`src/rtl/alu_logic_responder_if.sv`:
```
// alu_logic_responder_if: request/response handshake bundle between ALU issue logic and the logic-op responder.
interface alu_logic_responder_if #(parameter int WIDTH = 4);
    logic             req_valid;
    logic             req_ready;
    logic [1:0]       req_op;
    logic [WIDTH-1:0] req_x;
    logic [WIDTH-1:0] req_y;
    logic             rsp_valid;
    logic             rsp_ready;
    logic [WIDTH-1:0] rsp_o;
    logic             rsp_zero;
    logic [7:0]       op_count;

    modport master (
        output req_valid, req_op, req_x, req_y, rsp_ready,
        input  req_ready, rsp_valid, rsp_o, rsp_zero, op_count
    );
    modport slave (
        input  req_valid, req_op, req_x, req_y, rsp_ready,
        output req_ready, rsp_valid, rsp_o, rsp_zero, op_count
    );
endinterface

```
`src/rtl/alu_logic_responder.sv`:
```
// alu_logic_responder: computes bitwise XOR/AND/OR/XNOR per request and returns results through a small FIFO.
module alu_logic_responder #(
    parameter int WIDTH = 4,
    parameter int DEPTH = 2
) (
    input logic clk,
    input logic rst,
    alu_logic_responder_if.slave bus
);
    localparam int AW = $clog2(DEPTH);
    localparam logic [AW:0] FULL_CNT = (AW + 1)'(DEPTH);

    logic [WIDTH-1:0] mem [DEPTH];
    logic [AW-1:0]    wr_ptr, rd_ptr;
    logic [AW:0]      cnt;
    logic [7:0]       ops;
    logic [WIDTH-1:0] result;
    logic             push, pop;

    always_comb begin
        result = bus.req_op == 2'b00 ? bus.req_x ^ bus.req_y :
                 bus.req_op == 2'b01 ? bus.req_x & bus.req_y :
                 bus.req_op == 2'b10 ? bus.req_x | bus.req_y :
                                       ~(bus.req_x ^ bus.req_y);
    end

    // Occupancy comes from cnt so full and empty never alias on equal pointers
    assign bus.req_ready = cnt != FULL_CNT;
    assign bus.rsp_valid = cnt != '0;
    assign push = bus.req_valid && bus.req_ready;
    assign pop  = bus.rsp_valid && bus.rsp_ready;

    always_ff @(posedge clk or posedge rst) begin
        if (rst) begin
            wr_ptr <= '0;
            rd_ptr <= '0;
            cnt    <= '0;
            ops    <= '0;
        end else begin
            if (push) begin
                wr_ptr <= wr_ptr + 1'b1;
                ops    <= ops + 8'd1;
            end
            if (pop)
                rd_ptr <= rd_ptr + 1'b1;
            cnt <= cnt + (AW + 1)'(push) - (AW + 1)'(pop);
        end
    end

    always_ff @(posedge clk) begin
        if (push)
            mem[wr_ptr] <= result;
    end

    // Storage is never reset; outputs are masked whenever the FIFO is empty
    assign bus.rsp_o    = bus.rsp_valid ? mem[rd_ptr] : '0;
    assign bus.rsp_zero = bus.rsp_valid && mem[rd_ptr] == '0;
    assign bus.op_count = ops;
endmodule
```
`src/flat_wrapper.sv`:
```
// flat-port wrapper written by rule: the top's interface ports become plain ports
module alu_logic_responder_flat 
#(
    parameter int WIDTH = 4,
    parameter int DEPTH = 2
)
  (clk, rst, bus_req_valid, bus_req_op, bus_req_x, bus_req_y, bus_rsp_ready, bus_req_ready, bus_rsp_valid, bus_rsp_o, bus_rsp_zero, bus_op_count);
  alu_logic_responder_if #(.WIDTH(WIDTH)) bus_i ();
  input logic clk;
  input logic rst;
  input wire logic [$bits(bus_i.req_valid)-1:0] bus_req_valid;
  input wire logic [$bits(bus_i.req_op)-1:0] bus_req_op;
  input wire logic [$bits(bus_i.req_x)-1:0] bus_req_x;
  input wire logic [$bits(bus_i.req_y)-1:0] bus_req_y;
  input wire logic [$bits(bus_i.rsp_ready)-1:0] bus_rsp_ready;
  output wire logic [$bits(bus_i.req_ready)-1:0] bus_req_ready;
  output wire logic [$bits(bus_i.rsp_valid)-1:0] bus_rsp_valid;
  output wire logic [$bits(bus_i.rsp_o)-1:0] bus_rsp_o;
  output wire logic [$bits(bus_i.rsp_zero)-1:0] bus_rsp_zero;
  output wire logic [$bits(bus_i.op_count)-1:0] bus_op_count;
  assign bus_i.req_valid = bus_req_valid;
  assign bus_i.req_op = bus_req_op;
  assign bus_i.req_x = bus_req_x;
  assign bus_i.req_y = bus_req_y;
  assign bus_i.rsp_ready = bus_rsp_ready;
  assign bus_req_ready = bus_i.req_ready;
  assign bus_rsp_valid = bus_i.rsp_valid;
  assign bus_rsp_o = bus_i.rsp_o;
  assign bus_rsp_zero = bus_i.rsp_zero;
  assign bus_op_count = bus_i.op_count;
  alu_logic_responder #(.WIDTH(WIDTH), .DEPTH(DEPTH)) u_core (.clk(clk), .rst(rst), .bus(bus_i));
endmodule
```
`config.mk`:
```
export PLATFORM = sky130hd
export DESIGN_NAME = alu_logic_responder_flat
export DESIGN_NICKNAME = d
export VERILOG_FILES = /design/src/rtl/alu_logic_responder_if.sv /design/src/rtl/alu_logic_responder.sv /design/src/flat_wrapper.sv
export SDC_FILE = /design/constraint.sdc
export NUM_CORES = 1
export LEC_CHECK = 0
export ABC_AREA = 1
export CAP_MARGIN = 10
export CORE_UTILIZATION = 44
export CTS_CLUSTER_DIAMETER = 150
export DETAILED_ROUTE_END_ITERATION = 10
export PLACE_DENSITY = 0.75
export SYNTH_ARGS = -nofsm -noshare
export SYNTH_HDL_FRONTEND = slang
export SYNTH_SLANG_ARGS = --single-unit
```
`constraint.sdc`:
```
create_clock -name clk -period 1.4 [get_ports clk]
set_input_delay 0.28 -clock clk [delete_from_list [all_inputs] [get_ports clk]]
set_output_delay 0.28 -clock clk [all_outputs]
set_load 0.05 [all_outputs]
```
==> results of run 1 <==
==> final cells by class <==
class	instances	area share
well taps	30	0.01892
repair buffers	47	0.2743
multi-input cells	103	0.3600
clock buffers	4	0.02396
inverters	24	0.04981
flip-flops and latches	20	0.2730
==> cells by family (layout without fill, tap and decap cells) <==
| kind of cell | after synthesis | in the layout | share of synthesized area |
|---|---|---|---|
| xor+xnor | 6 | 6 | 0.04235 |
| fa+ha+maj | 11 | 11 | 0.1109 |
| simple gates | 72 | 72 | 0.2681 |
| buf+inv | 24 | 75 | 0.07258 |
| flops | 20 | 20 | 0.4355 |
| compound gates | 14 | 14 | 0.07056 |
==> per-stage QoR <==
step                      cell area [sq um]  setup WS, ns  TNS (ns)    util  power [mW]
final                                  1984       -0.3490    -1.790  0.7729       4.399
after global routing                   1984       -0.4177    -2.293  0.7729       4.644
after CTS                              1938       -0.3917    -1.937  0.7549       4.227
after detailed placement               1787       -0.2620    -2.630  0.6959       3.503
after global placement                 1787       -0.2419    -1.906  0.6959       3.428
after floorplan                        1284       -0.1992    -1.097       -       2.460
==> final timing paths <==
kind / from / end / slack [ns] / cells past startpoint
max in group asynchronous: rst / u_core.rd_ptr / 0.77 / 2
worst max-delay path: u_core.rd_ptr / bus_rsp_zero / -0.35 / 5
min in group clk: u_core.wr_ptr / u_core.wr_ptr / 0.54 / 2
worst min register to register: u_core.wr_ptr / u_core.wr_ptr / 0.54 / 2
worst max register to register: u_core.cnt[0] / u_core.cnt[1] / -0.18 / 8
worst min-delay path: rst / u_core.cnt[1] / 0.26 / 2
==> layout by cell type, fill, tap and decap left out, drive strengths merged <==
master / n
inv: 23
edfxtp: 8
a21boi: 1
xor2: 3
nor2: 16
clkinvlp: 1
a21oi: 8
clkdlybuf4s50: 13
dfrtp: 12
clkbuf: 4
xnor2: 3
or2: 4
buf: 34
nand3b: 1
nand3: 7
ha: 11
nand2: 44
o21ai: 5
==> sequential cells by signal (all words and copies together), names as in the netlist <==
name                 count
u_core.bus.op_count      8
u_core.rd_ptr            1
u_core.mem               8
u_core.wr_ptr            1
u_core.cnt               2
==> power by group through the flow <==
stage	combinational [mW]	sequential, mW	clock, mW
3_5_place_dp	2.48	1.02	0
5_1_grt	3.14	1.06	0.438
3_3_place_gp	2.41	1.02	0
6_report	2.96	1.03	0.405
4_1_cts	2.80	1.02	0.412
2_1_floorplan	1.22	1.24	0
==> timing repair <==
item,in CTS,in global routing
buffers inserted,5,3
gates resized for setup,17,10
pin swaps,7,6
setup endpoints to repair,9,11
==> critical path, cell delays in order, from the launching register on <==
cell	delay [ns]
dfrtp_2	0.45
or2_4	0.27
o21ai_4	0.06
nand3_2	0.10
nor2_4	0.14
buf_12	0.14
==> per-layer routing <==
layer / track usage / vias to the layer above
li1: - / 560
met1: 0.2522 / 512
met2: 0.3976 / 25
met3: 0.05191 / 6
met4: 0.1208 / 0
met5: 0 / -
==> results.cfg, run 1 <==
[sta]
min_period_ns = 1.749
hold_viol = 0
worst_pin_slew_ns = 0.4735
finClkSkew_ns = 0.01385
rsz0062_at_grt = true
worst_slack_ns = -0.3490
hold_slack_ns = 0.2625
maxSlewHeadroom = 0.6840
setup_viol = 8
period_share = 1.249
max_freq_ghz = 0.5718
slew_violations = 0

[die]
initial_core_util = 0.4834
fp.dieH_microns = 55.11
die-area_sq_um = 3037
num_io_pins = 29
die_x_microns = 55.11
core_sq_um = 2567
rows = 18

[detailed_routing]
dr_wl_met2_mm = 1.630
vias_per_cell = 4.838
antenna_left = 0
post-route-drc-count = 0
via_count = 1103
dr.max_layer_used = met4
m1WireLength_mm = 1.117
detail_route.iter0.violations = 17
drt_wl_total_mm = 2.935
wl_met3_microns = 112
post_drt_wl_per_cell_microns = 12.87
dr.pass1.iters = 4

[place]
portBuffers = 28
dp_hpwl_mm = 2.070
globalplace.congestion = 0.7287
placed_cells = 218

[clocking]
ctsHtreeMaxLevel = 1
cts_made_buffers = 3
cts_tree = built
cts_num_sinks = 20
ctsHoldBuffers = 0
clockBufferDepth = 2
clk_pin_slew_worst_paths_ns = 0.12
clk_latency_ns = 0.31
cts-root-buf = clkbuf_4

[finish]
fillers = 176
fin_nets = 224
diodes = 0
syn_to_final_growth_pct = 59.88
regArea_sq_um = 541.8
multi_input_area_sq_um = 714.4
drive_gt1_frac = 0.3485
fin_cells = 228

[yosys]
yosysTopAreaCell = dfrtp_1
ys_top_cells_by_area = dfrtp_1 24%, edfxtp_1 19%, nand2_1 12%
asyncSetResetFlopFracSynth = 0.6000
syn_inst = 147
synth-edff-count = 8
ys_seq_area_frac = 0.4355
yosys.cell_types.count = 23
yosysTopAreaCellShare = 0.2419
syn_area_sq_um = 1241
yosysMostFrequentCell = nand2_1
ys_seq_elements = 20
yosys_warnings = 0
synthTopCellsByCount = 41 x nand2_1, 23 x inv_1, 12 x dfrtp_1, 12 x nor2_1, 11 x ha_1
syn_nets = 172
syn-mean-instance-area_sq_um = 8.443
synth_ff_type = dfrtp_1

[power_and_ir_drop]
p_clk_frac = 0.092
sw_frac_of_total = 0.4548
pwr-share-comb = 0.673
ir_worst_vdd_mv = 1.976
power.density_nw_per_um2 = 2217
p_sw_mw = 2.001
p_int_mw = 2.398
p_leak_nw = 0.9439
pwr-share-seq = 0.235

[global_routing]
grt_pass1_vias = 1050
grt_pass1_wl_mm = 4.623
grt-ovfl-total = 0
grt_max_degree = 13
antenna_found_initial = 0
grtUsageTotal = 0.2265

[critical_path]
startpoint_type = flop
path_class = flop to primary output
cp-end-kind = primary output
worstPathArrival_ns = 1.47
worstPathRequired_ns = 1.12
worst-path-max-fanout = 5

[run_status]
violations = negative setup slack
status = finished with violations

[flow_run]
cap_viol_max_count = 0

[hold_path]
hold_path.class = input port to async pin
Power figures use the tool's default switching activity.
==> run 2, diff against run 1 <==
CAP_MARGIN = unset   (was 10)
HOLD_SLACK_MARGIN = 0.05   (was unset)
==> results of run 2 <==
The final DEF is identical to that of run 1; final timing and power are the same.
